$ cat src/rtl/clock_pkg.sv
// Shared constants for the clock time-setting path: bus width, field wrap limits,
// controller state encoding and the edit_sel codes used for display blinking.
package clock_pkg;

  localparam int W = 6;

  localparam logic [W-1:0] HOUR_MAX = 6'd23;
  localparam logic [W-1:0] MIN_MAX  = 6'd59;
  localparam logic [W-1:0] SEC_MAX  = 6'd59;

  typedef enum logic [3:0] {
    ST_RUN     = 4'd0,
    ST_FETCH_H = 4'd1,
    ST_EDIT_H  = 4'd2,
    ST_WRITE_H = 4'd3,
    ST_FETCH_M = 4'd4,
    ST_EDIT_M  = 4'd5,
    ST_WRITE_M = 4'd6,
    ST_FETCH_S = 4'd7,
    ST_EDIT_S  = 4'd8,
    ST_WRITE_S = 4'd9
  } state_t;

  localparam logic [1:0] SEL_NONE = 2'd0;
  localparam logic [1:0] SEL_HOUR = 2'd1;
  localparam logic [1:0] SEL_MIN  = 2'd2;
  localparam logic [1:0] SEL_SEC  = 2'd3;

  function automatic logic [1:0] state_sel(input state_t s);
    case (s)
      ST_FETCH_H, ST_EDIT_H, ST_WRITE_H: return SEL_HOUR;
      ST_FETCH_M, ST_EDIT_M, ST_WRITE_M: return SEL_MIN;
      ST_FETCH_S, ST_EDIT_S, ST_WRITE_S: return SEL_SEC;
      default:                           return SEL_NONE;
    endcase
  endfunction

  function automatic logic [W-1:0] sel_max(input logic [1:0] sel);
    case (sel)
      SEL_HOUR: return HOUR_MAX;
      SEL_MIN:  return MIN_MAX;
      default:  return SEC_MAX;
    endcase
  endfunction

endpackage

$ cat src/rtl/wrap_updown.sv
// Shadow register for the field being edited: loads from the databus, then steps
// up/down with wrap at a limit chosen at runtime by the controller.
module wrap_updown
  import clock_pkg::*;
(
  input  logic         clk,
  input  logic         rst,
  input  logic         i_load,
  input  logic [W-1:0] i_din,
  input  logic         i_inc,
  input  logic         i_dec,
  input  logic [W-1:0] i_max,
  output logic [W-1:0] o_q
);

  logic [W-1:0] r_q;

  // An out-of-range fetched value lands on the limit when stepped down and on 0 when stepped up.
  always_ff @(posedge clk or posedge rst) begin
    if (rst) begin
      r_q <= '0;
    end else if (i_load) begin
      r_q <= i_din;
    end else if (i_inc && !i_dec) begin
      r_q <= (r_q >= i_max) ? '0 : r_q + 1'b1;
    end else if (i_dec && !i_inc) begin
      r_q <= (r_q == '0 || r_q > i_max) ? i_max : r_q - 1'b1;
    end
  end

  assign o_q = r_q;

endmodule

$ cat src/rtl/time_set_ctrl.sv
// Time-setting bus master: fetches hour/min/sec over the shared databus, lets the user
// adjust a shadow copy, and writes each field back with a one-cycle load strobe.
module time_set_ctrl
  import clock_pkg::*;
(
  input  logic         clk,
  input  logic         clear,
  input  logic         btn_mode,
  input  logic         btn_inc,
  input  logic         btn_dec,
  input  logic [W-1:0] databus,
  output logic         hour_en,
  output logic         min_en,
  output logic         sec_en,
  output logic         hour_load,
  output logic         min_load,
  output logic         sec_load,
  output logic [W-1:0] data,
  output logic         setting,
  output logic [1:0]   edit_sel
);

  state_t       r_state;
  state_t       w_state_next;
  logic         r_hour_en, r_min_en, r_sec_en;
  logic         r_hour_load, r_min_load, r_sec_load;
  logic         r_setting;
  logic [1:0]   r_edit_sel;
  logic         w_fetch;
  logic         w_edit;
  logic [W-1:0] w_shadow;

  always_comb begin
    w_state_next = r_state;
    case (r_state)
      ST_RUN:     if (btn_mode) w_state_next = ST_FETCH_H;
      ST_FETCH_H: w_state_next = ST_EDIT_H;
      ST_EDIT_H:  if (btn_mode) w_state_next = ST_WRITE_H;
      ST_WRITE_H: w_state_next = ST_FETCH_M;
      ST_FETCH_M: w_state_next = ST_EDIT_M;
      ST_EDIT_M:  if (btn_mode) w_state_next = ST_WRITE_M;
      ST_WRITE_M: w_state_next = ST_FETCH_S;
      ST_FETCH_S: w_state_next = ST_EDIT_S;
      ST_EDIT_S:  if (btn_mode) w_state_next = ST_WRITE_S;
      ST_WRITE_S: w_state_next = ST_RUN;
      default:    w_state_next = ST_RUN;
    endcase
  end

  // Outputs are decoded from the next state so they stay registered yet remain a pure function of state.
  always_ff @(posedge clk or posedge clear) begin
    if (clear) begin
      r_state     <= ST_RUN;
      r_hour_en   <= 1'b0;
      r_min_en    <= 1'b0;
      r_sec_en    <= 1'b0;
      r_hour_load <= 1'b0;
      r_min_load  <= 1'b0;
      r_sec_load  <= 1'b0;
      r_setting   <= 1'b0;
      r_edit_sel  <= SEL_NONE;
    end else begin
      r_state     <= w_state_next;
      r_hour_en   <= (w_state_next == ST_FETCH_H);
      r_min_en    <= (w_state_next == ST_FETCH_M);
      r_sec_en    <= (w_state_next == ST_FETCH_S);
      r_hour_load <= (w_state_next == ST_WRITE_H);
      r_min_load  <= (w_state_next == ST_WRITE_M);
      r_sec_load  <= (w_state_next == ST_WRITE_S);
      r_setting   <= (w_state_next != ST_RUN);
      r_edit_sel  <= state_sel(w_state_next);
    end
  end

  assign w_fetch = r_state inside {ST_FETCH_H, ST_FETCH_M, ST_FETCH_S};
  // A mode press closes the edit, so any inc/dec arriving with it is dropped.
  assign w_edit  = (r_state inside {ST_EDIT_H, ST_EDIT_M, ST_EDIT_S}) && !btn_mode;

  wrap_updown u_shadow (
    .clk    (clk),
    .rst    (clear),
    .i_load (w_fetch),
    .i_din  (databus),
    .i_inc  (btn_inc & w_edit),
    .i_dec  (btn_dec & w_edit),
    .i_max  (sel_max(r_edit_sel)),
    .o_q    (w_shadow)
  );

  assign hour_en   = r_hour_en;
  assign min_en    = r_min_en;
  assign sec_en    = r_sec_en;
  assign hour_load = r_hour_load;
  assign min_load  = r_min_load;
  assign sec_load  = r_sec_load;
  assign setting   = r_setting;
  assign edit_sel  = r_edit_sel;
  assign data      = w_shadow;

endmodule

$ cat config.mk
export PLATFORM = sky130hd
export DESIGN_NAME = time_set_ctrl
export DESIGN_NICKNAME = d
export VERILOG_FILES = /design/src/rtl/clock_pkg.sv /design/src/rtl/wrap_updown.sv /design/src/rtl/time_set_ctrl.sv
export SDC_FILE = /design/constraint.sdc
export NUM_CORES = 1
export LEC_CHECK = 0
export ABC_AREA = 0
export CORE_UTILIZATION = 55
export DETAILED_ROUTE_END_ITERATION = 8
export PLACE_DENSITY = 0.84
export RECOVER_POWER = 100
export SYNTH_ARGS = -nofsm -noshare
export SYNTH_HDL_FRONTEND = slang
export SYNTH_SLANG_ARGS = --single-unit
$ cat constraint.sdc
create_clock -name clk -period 3.35 [get_ports clk]
set_input_delay 0.5025 -clock clk [delete_from_list [all_inputs] [get_ports clk]]
set_output_delay 0.5025 -clock clk [all_outputs]
set_load 0.01 [all_outputs]
==> results of run 1 <==
-- area by class of cell --
class	instances	area (um^2)
fillers	179	696
inverters	8	30.0
well taps	28	35.0
repair buffers	25	250
flip-flops and latches	19	475
clock buffers	4	26.3
multi-input cells	113	763
-- report_power, final --
| part | internal [mW] | leakage, nW | switching, mW |
|---|---|---|---|
| registers | 0.325 | 0.239 | 0.194 |
| clock network | 0.0463 | 0.0150 | 0.0650 |
| logic | 0.483 | 0.424 | 0.521 |
| total | 0.855 | 0.678 | 0.780 |
-- cell families (layout without fill, tap and decap cells) --
family / after synthesis / count (layout)
compound gates: 37 / 37
mux: 2 / 2
fa+ha+maj: 5 / 5
flops: 19 / 19
simple gates: 59 / 59
xor+xnor: 10 / 10
buf+inv: 20 / 37
-- stage by stage --
| stage | utilization, % | area (um^2) | total power [mW] |
|---|---|---|---|
| 3_5_place_dp | 68.8 | 1570 | 1.57 |
| 4_1_cts | 69.9 | 1590 | 1.69 |
| 5_1_grt | 69.4 | 1580 | 1.79 |
| 3_3_place_gp | 68.8 | 1570 | 1.53 |
| 2_1_floorplan | - | 1370 | 1.34 |
| 6_report | 69.4 | 1580 | 1.63 |
-- per-layer routing --
layer | GRT usage (%) | share of wire (%)
met4 | 7.21 | 0.49
met1 | 29.1 | 41
met3 | 2.63 | 3.5
met2 | 43.8 | 55
met5 | 0 | 0
-- registers in the layout, summed over array words and instances (netlist names) --
name,flops
u_shadow.o_q,6
r_state,4
edit_sel,2
hour_en,1
hour_load,1
min_en,1
min_load,1
sec_en,1
sec_load,1
setting,1
-- layout by cell type, fill, tap and decap left out, drive strengths merged, types with 5 or more instances in the layout --
cell type      instances
a21oi                 14
clkdlybuf4s50          8
dfrtp                 19
dlygate4sd3           17
ha                     5
inv                    8
nand2                 11
nand3                  5
nor2                  19
nor3                   6
o21ai                  5
xnor2                  6
-- worst max-delay path by stage --
stage | end | slack, ps | cells after the start
after CTS | u_shadow.o_q[1]$_DFFE_PP0P_ | 850 | 9
after floorplan | u_shadow.o_q[1]$_DFFE_PP0P_ | 1090 | 10
after global routing | u_shadow.o_q[4]$_DFFE_PP0P_ | 400 | 9
after global placement | u_shadow.o_q[1]$_DFFE_PP0P_ | 930 | 7
final | u_shadow.o_q[0]$_DFFE_PP0P_ | 660 | 9
after detailed placement | u_shadow.o_q[1]$_DFFE_PP0P_ | 860 | 7
-- synthesized netlist by cell type, types with 2 or more instances --
| master | count | area (um^2) |
|---|---|---|
| sky130_fd_sc_hd__o21ai_1 | 2 | 10.0 |
| sky130_fd_sc_hd__nor3_1 | 5 | 25.0 |
| sky130_fd_sc_hd__nor2b_1 | 3 | 18.8 |
| sky130_fd_sc_hd__o31a_1 | 2 | 17.5 |
| sky130_fd_sc_hd__a21oi_2 | 4 | 35.0 |
| sky130_fd_sc_hd__nand2_1 | 11 | 41.3 |
| sky130_fd_sc_hd__ha_1 | 5 | 62.6 |
| sky130_fd_sc_hd__buf_2 | 3 | 15.0 |
| sky130_fd_sc_hd__o21ai_0 | 2 | 10.0 |
| sky130_fd_sc_hd__a21oi_1 | 10 | 50.1 |
| sky130_fd_sc_hd__xnor2_1 | 6 | 52.6 |
| sky130_fd_sc_hd__inv_1 | 8 | 30.0 |
| sky130_fd_sc_hd__clkbuf_1 | 2 | 7.51 |
| sky130_fd_sc_hd__and3_1 | 3 | 18.8 |
| sky130_fd_sc_hd__o31ai_2 | 2 | 25.0 |
| sky130_fd_sc_hd__nand2b_1 | 2 | 12.5 |
| sky130_fd_sc_hd__nand3_1 | 5 | 25.0 |
| sky130_fd_sc_hd__buf_4 | 3 | 22.5 |
| sky130_fd_sc_hd__dfrtp_1 | 19 | 475 |
| sky130_fd_sc_hd__nor2_1 | 19 | 71.3 |
| sky130_fd_sc_hd__o211ai_1 | 2 | 15.0 |
| sky130_fd_sc_hd__buf_6 | 4 | 45.0 |
| sky130_fd_sc_hd__xor2_1 | 4 | 35.0 |
==> out/results.txt, run 1 <==
The flow ran to the end, and the final reports show no timing, DRC or antenna violations. Counting every instance in the synthesized netlist gives 152. The number of buffers on the longest clock path is 2. After detailed routing, the total wire length is 2.84 mm. The path type of the worst min-delay path is register to register. The worst slack at placement is 859 ps. Summed over all failing endpoints, the final setup total negative slack is 0 ps. Summing over every cut layer, the via total after detailed routing is 1166. The maximum fanout count along the critical path was 13. Among all flip-flop cells after synthesis, the most frequent one is sky130_fd_sc_hd__dfrtp_1. Final worst hold slack: 667 ps. The total buffers and inverters traversed by the critical path works out to 1. On the critical path, the stage with the largest delay is an instance of sky130_fd_sc_hd__dfrtp_1. Measured along the x axis, the die boundary spans 51.9 um. The max-cap check violation count is 0. Number of levels the H-tree was split into: 1.

The die covers 2690 um^2. Broken down by cell family, the worst path's largest delay share belongs to compound AO/OA/AOI/OAI gates. In this run the most critical hold path is launched from r_state[1]$_DFF_PP0_. The share of the clock period used by the worst path is 80.4%. The clock latency of the later-clocked register in the worst-skew pair is 290 ps, and the length in cells of the worst reg-to-reg path is 9. After synthesis, the share of flip-flops with an asynchronous set or reset is 100%.

The destination of the worst register-to-register timing path is u_shadow.o_q[0]$_DFFE_PP0P_. After synthesis the netlist holds a flip-flop and latch count of 19. The count of nets left with antenna violations once routing finished came out at 0.

Summing the sequential cell areas from Yosys gives 34.7% of the chip area. Summed over all cells, the static leakage comes to 0.678 nW. Compared with the post-synthesis result, the final layout area differs by 15.3%.

The run gives 21 as the violation count after the first detailed-routing iteration. Of the total synthesized cell area, the portion taken by full adders, half adders and majority gates is 4.57%. The average size of a mapped cell is 9.01 um^2.

The cell total after placement is 193, and the die extent in y is 51.9 um. The number of hold violations in the final report came out at 0. 26 I/O pins were placed. Input and output buffers added on the ports amount to 25.

After detailed routing, the average wire length per cell comes to 14.4 um. The clock period could shrink to 2690 ps. The run gives 0 as the number of pins exceeding their max-slew limit in the final report. The synthesized netlist devotes 6.39% of its cell area to XOR and XNOR gates. The number of cells traversed by the worst hold path is 1, and the hold buffer count at cts is 0. Across the routed clock network, the largest skew measured is 10.5 ps. After floorplanning, the core was divided into 17 placement rows.

Post-CTS timing repair inserted 0 buffers for setup. STA classifies the critical path startpoint as a register. The number of nets handed over by synthesis was 168. Root buffer cell: sky130_fd_sc_hd__clkbuf_4. The count of instances resized after the clock tree is built was 0; the count of cell types in the netlist was 49. The total number of clock tree sinks is 19. The run gives 4.79 mm as the wire length of the first global-routing pass.

The floorplan step defined a core boundary enclosing 2280 um^2. The logs give 371 MHz for the maximum operating frequency and 0 for the initial antenna violation count. The worst-case IR drop observed on VDD is 625 uV.

Routability-driven placement finished with a final weighted congestion of 0.980. TritonCTS built the clock tree. Summed over all nets, the half-perimeter wirelength after detailed placement is 2.17 mm. The number of global-route vias before repair came out at 1094. Setup repair after global routing left no endpoint under its margin. STA puts the critical path data required time at 3510 ps. The run gives 0 as the count of warnings emitted by yosys. The synthesized design contains 0 enable-type register cells.

The total overflow left after global routing is 0. The post-synthesis instance area was 1370 um^2. Power spread over the standard cell area amounts to 1030 nW/um^2. The number of buffers created by CTS is 3, and the starting utilization of the core area is 60.2%. For the pin with the worst max-slew slack, the measured transition is 712 ps.

The clock-pin transition on the worst setup and hold timing paths is 110 ps, and the critical path data arrival time is 2850 ps. The post-route netlist has 10.1% of its cells at a drive strength greater than 1. The signal on the critical path passes through nor2b_1 -> mux2i_1 -> o32a_1 -> nor2_1 -> and2_0 -> ha_1 -> inv_1 -> o21ai_0 -> o211ai_1. The total routing usage reported by global routing is 24.0%. The simple-gate share of the synthesized area came out at 22.3%.

The final layout contains 186 nets. The delay of the slowest cell on the worst path came out at 620 ps. Via density per instance: 5.92. After synthesis, the largest family of logic cells by area is simple AND/OR/NAND/NOR gates. The worst hold endpoint was hour_en$_DFF_PP0_. Setup violations remaining at the end of the flow were counted as 0. The critical path class is register to register. The count of antenna diodes in the layout is 0. The worst register-to-register path has a setup slack of 660 ps.

Launching instance or port of the critical path: r_state[3]$_DFF_PP0_. Summing the areas of all compound-gate instances in the mapped netlist gives 21.5% of the synthesized area. The count of non-filler cells in the finished layout is 197. The first detailed-routing pass ran for 4 iterations. The portion of synthesized area spent on multiplexers is 1.83%. Setup slack on the critical path of the routed design comes to 657 ps.

The sort of element at the end of the critical path was a register. The maximum number of pins on one net before global-route repair is 20, and the DRC violation count after routing is 0. For the worst slew slack as a fraction of its limit, the log shows 52.5%. The worst register-to-register path begins at r_state[3]$_DFF_PP0_.
No activity file was read; power rests on OpenSTA's default activity.
==> run 2, diff against run 1 <==
CORE_UTILIZATION = 46   (was 55)
PLACE_DENSITY = 0.75   (was 0.84)
clock period = 2.3 ns   (was 3.35 ns; I/O delays follow)
==> run 2 against run 1 <==
  * Non-clock buffer count up 9
  * Flip-flop and latch count unchanged
  * Via count up 0.26%
  * Register-to-register slack worse by 510 ps
  * Worst setup slack worse by 510 ps
  * Cell count up 6.1%
  * Maximum frequency up 25%
  * Clock skew down 6.5 ps
  * Largest cell class unchanged
==> out/results.txt, run 2 (synthesized netlist as in run 1, its figures left out) <==
The congestion estimate from routability-driven global placement came to 0.958. TritonCTS built the clock tree. The register with the most flip-flops in the layout has 6 of them. The cell with the biggest individual delay on the critical path is sky130_fd_sc_hd__dfrtp_2. The logs give 1 for the number of levels the H-tree was split into and 251 for the layout filler cell count. The type of element launching the critical path is a register. In this run the vertical extent of the chip is 56.6 um. Critical path class: register to register. The logs give 4 for the number of detailed-route iterations in the first pass and 3 for the number of buffers created by CTS. For the flip-flop and latch area, the log shows 477 um^2.

In this run, the number of DRC markers left after iteration 0 of detailed routing was 41. The worst slew slack as a fraction of its limit was 52.6%. In this run the worst path has a maximum fanout of 8.

STA classifies the critical path endpoint as a register. The library cells used most frequently in the layout, excluding fill and tap cells, are sky130_fd_sc_hd__nor2_1 (18), sky130_fd_sc_hd__dfrtp_1 (18), sky130_fd_sc_hd__dlygate4sd3_1 (16). In this run the worst setup path begins at r_state[3]$_DFF_PP0_. The flow ran to the end, and the final reports show no timing, DRC or antenna violations.

Number of pins exceeding their max-slew limit in the final report: 0. The floorplan step defined a die boundary enclosing 3200 um^2. The worst register-to-register path has a setup slack of 140 ps.

The wire length of the first global-routing pass came out at 5.18 mm. In this run the tool buffered the top-level ports with 25 buffer cells. In the final routed layout, each cell accounts on average for 14.8 um. The critical path goes through nor2b_2 -> mux2i_1 -> o32a_1 -> nor2_1 -> and2_1 -> ha_2 -> nor2_2 -> clkbuf_4 -> o211ai_1 -> o211ai_1. The tools report the startpoint of the worst-slack reg-to-reg timing path as r_state[3]$_DFF_PP0_. Path type of the worst min-delay path: primary input to asynchronous set/reset pin. For this block, the via count after detailed routing is 1169. Final total negative setup slack: 0 ps.

After clock tree synthesis, the flow added hold-fix buffers numbering 0. Clock tree synthesis found a total of 19 sinks. The starting utilization of the core area was 49.3%. The count of nets after finishing came out at 195.

For the design area, the log shows 1670 um^2. Dividing total power by cell area gives a power density of 1540 nW/um^2. The DRC violation count after routing was 0. The maximum number of pins on one net before global-route repair was 20. The initial antenna violation count is 0. The minimum period implied by the final worst setup slack is 2160 ps.

Maximum resistive drop on vdd: 892 uV. The clock-pin transition on the worst setup and hold timing paths is 100 ps, and the share of the clock period used by the worst path is 93.8%. For the worst setup path, the data arrival time is 2330 ps.

The core area came out at 2780 um^2. Once placement finished, the instance area stood at 1640 um^2. In this run the post-CTS setup repair buffer count came out at 0. The area growth from synthesis to layout is 22.1%.

In this run the core area contains 19 standard-cell rows. 0 antenna diodes ended up in the layout. Summed over all nets, the half-perimeter wirelength after detailed placement is 2.40 mm. The required time of the critical path came out at 2480 ps.

After detailed routing, the number of vias per cell comes to 5.59. In this run the remaining antenna-violating nets after routing total 0. For this block, the routed nets add up to 3.10 mm of wire. Setup repair after global routing left no endpoint under its margin. Based on the critical path, the design can be clocked at up to 464 MHz.

The root buffer cell chosen for the clock tree is sky130_fd_sc_hd__clkbuf_4. In this run the count of I/O pins placed on the die edge is 26. In the final layout, the multi-input gates occupy 787 um^2. The kind of cell with the highest combined delay along the critical path is flip-flops. The transition time at the pin with the least slew margin was 711 ps; the total overflow reported by the global router was 0.

Summed over all cells, the static leakage comes to 0.722 nW. Of the cells placed in the final design, the portion with a size suffix greater than 1 is 18.0%. For the number of global-route vias before repair, the log shows 1161. The final clock skew is 3.98 ps. From left edge to right edge, the die measures 56.6 um. The max-cap check violation count came out at 0. The clock latency of the later-clocked register in the worst-skew pair was 300 ps. The logs give 0 for the number of setup violations in the final report and 0 for the number of hold violations in the final report. The run gives 20.6% as the total routing usage reported by global routing.

The critical path's most frequent cell was sky130_fd_sc_hd__o211ai_1. The delay of the slowest cell on the worst path is 460 ps, and the total buffers and inverters traversed by the critical path is 1. The tools report the number of buffers on the longest clock path as 2.
## run 2: cell types whose count changed in the layout (fill, tap and decap cells not counted), sizes merged
cell           previous run  this run
buf                       0         7
clkbuf                    4         6
clkdlybuf4s50             8         9
dlygate4sd3              17        16
## run 2: metal layers
layer	vias to the layer above	GRT usage, %	part of all wire (%)
met3	2	4.84	3.7
met1	555	27.8	48
li1	580	-	-
met4	0	2.79	0.26
met5	-	0	0
met2	32	34.6	48
## run 2: what timing repair did
action	4_1_cts	5_1_grt
hold endpoints to repair	0	0
setup endpoints to repair	0	6
resized for setup	0	5
## run 2: layout make-up
cell class              count  area share [%]
repair buffers             34            18.8
well taps                  31            2.32
inverters                   8            1.80
flip-flops and latches     19            28.5
multi-input cells         113            47.0
clock buffers               4            1.57
## run 2: stage by stage
stage | setup slack (ps) | total power, mW | hold slack [ps] | std cells | util, %
3_3_place_gp | 196 | 2.35 | 594 | 205 | 58.8
2_1_floorplan | 36.4 | 1.96 | 296 | 152 | -
3_5_place_dp | 51.2 | 2.42 | 593 | 205 | 58.8
6_report | 144 | 2.57 | 588 | 209 | 60.1
5_1_grt | 26.9 | 2.79 | 641 | 209 | 60.1
4_1_cts | 23.9 | 2.59 | 491 | 209 | 59.8
## run 2: where the power goes
group / leakage, nW / switching, mW / internal [mW] / total (mW)
combinational: 0.469 / 0.928 / 0.812 / 1.74
clock: 0.0150 / 0.101 / 0.0676 / 0.168
sequential: 0.238 / 0.183 / 0.477 / 0.660
total: 0.722 / 1.21 / 1.36 / 2.57
## run 2: worst paths after layout
check                                         endpoint  cells after the start
min in group clk                     hour_en$_DFF_PP0_                      2
max in group asynchronous         r_state[3]$_DFF_PP0_                      2
min reg2reg                          hour_en$_DFF_PP0_                      2
max reg2reg                u_shadow.o_q[0]$_DFFE_PP0P_                     10
min                                hour_load$_DFF_PP0_                      2
max                        u_shadow.o_q[0]$_DFFE_PP0P_                     10
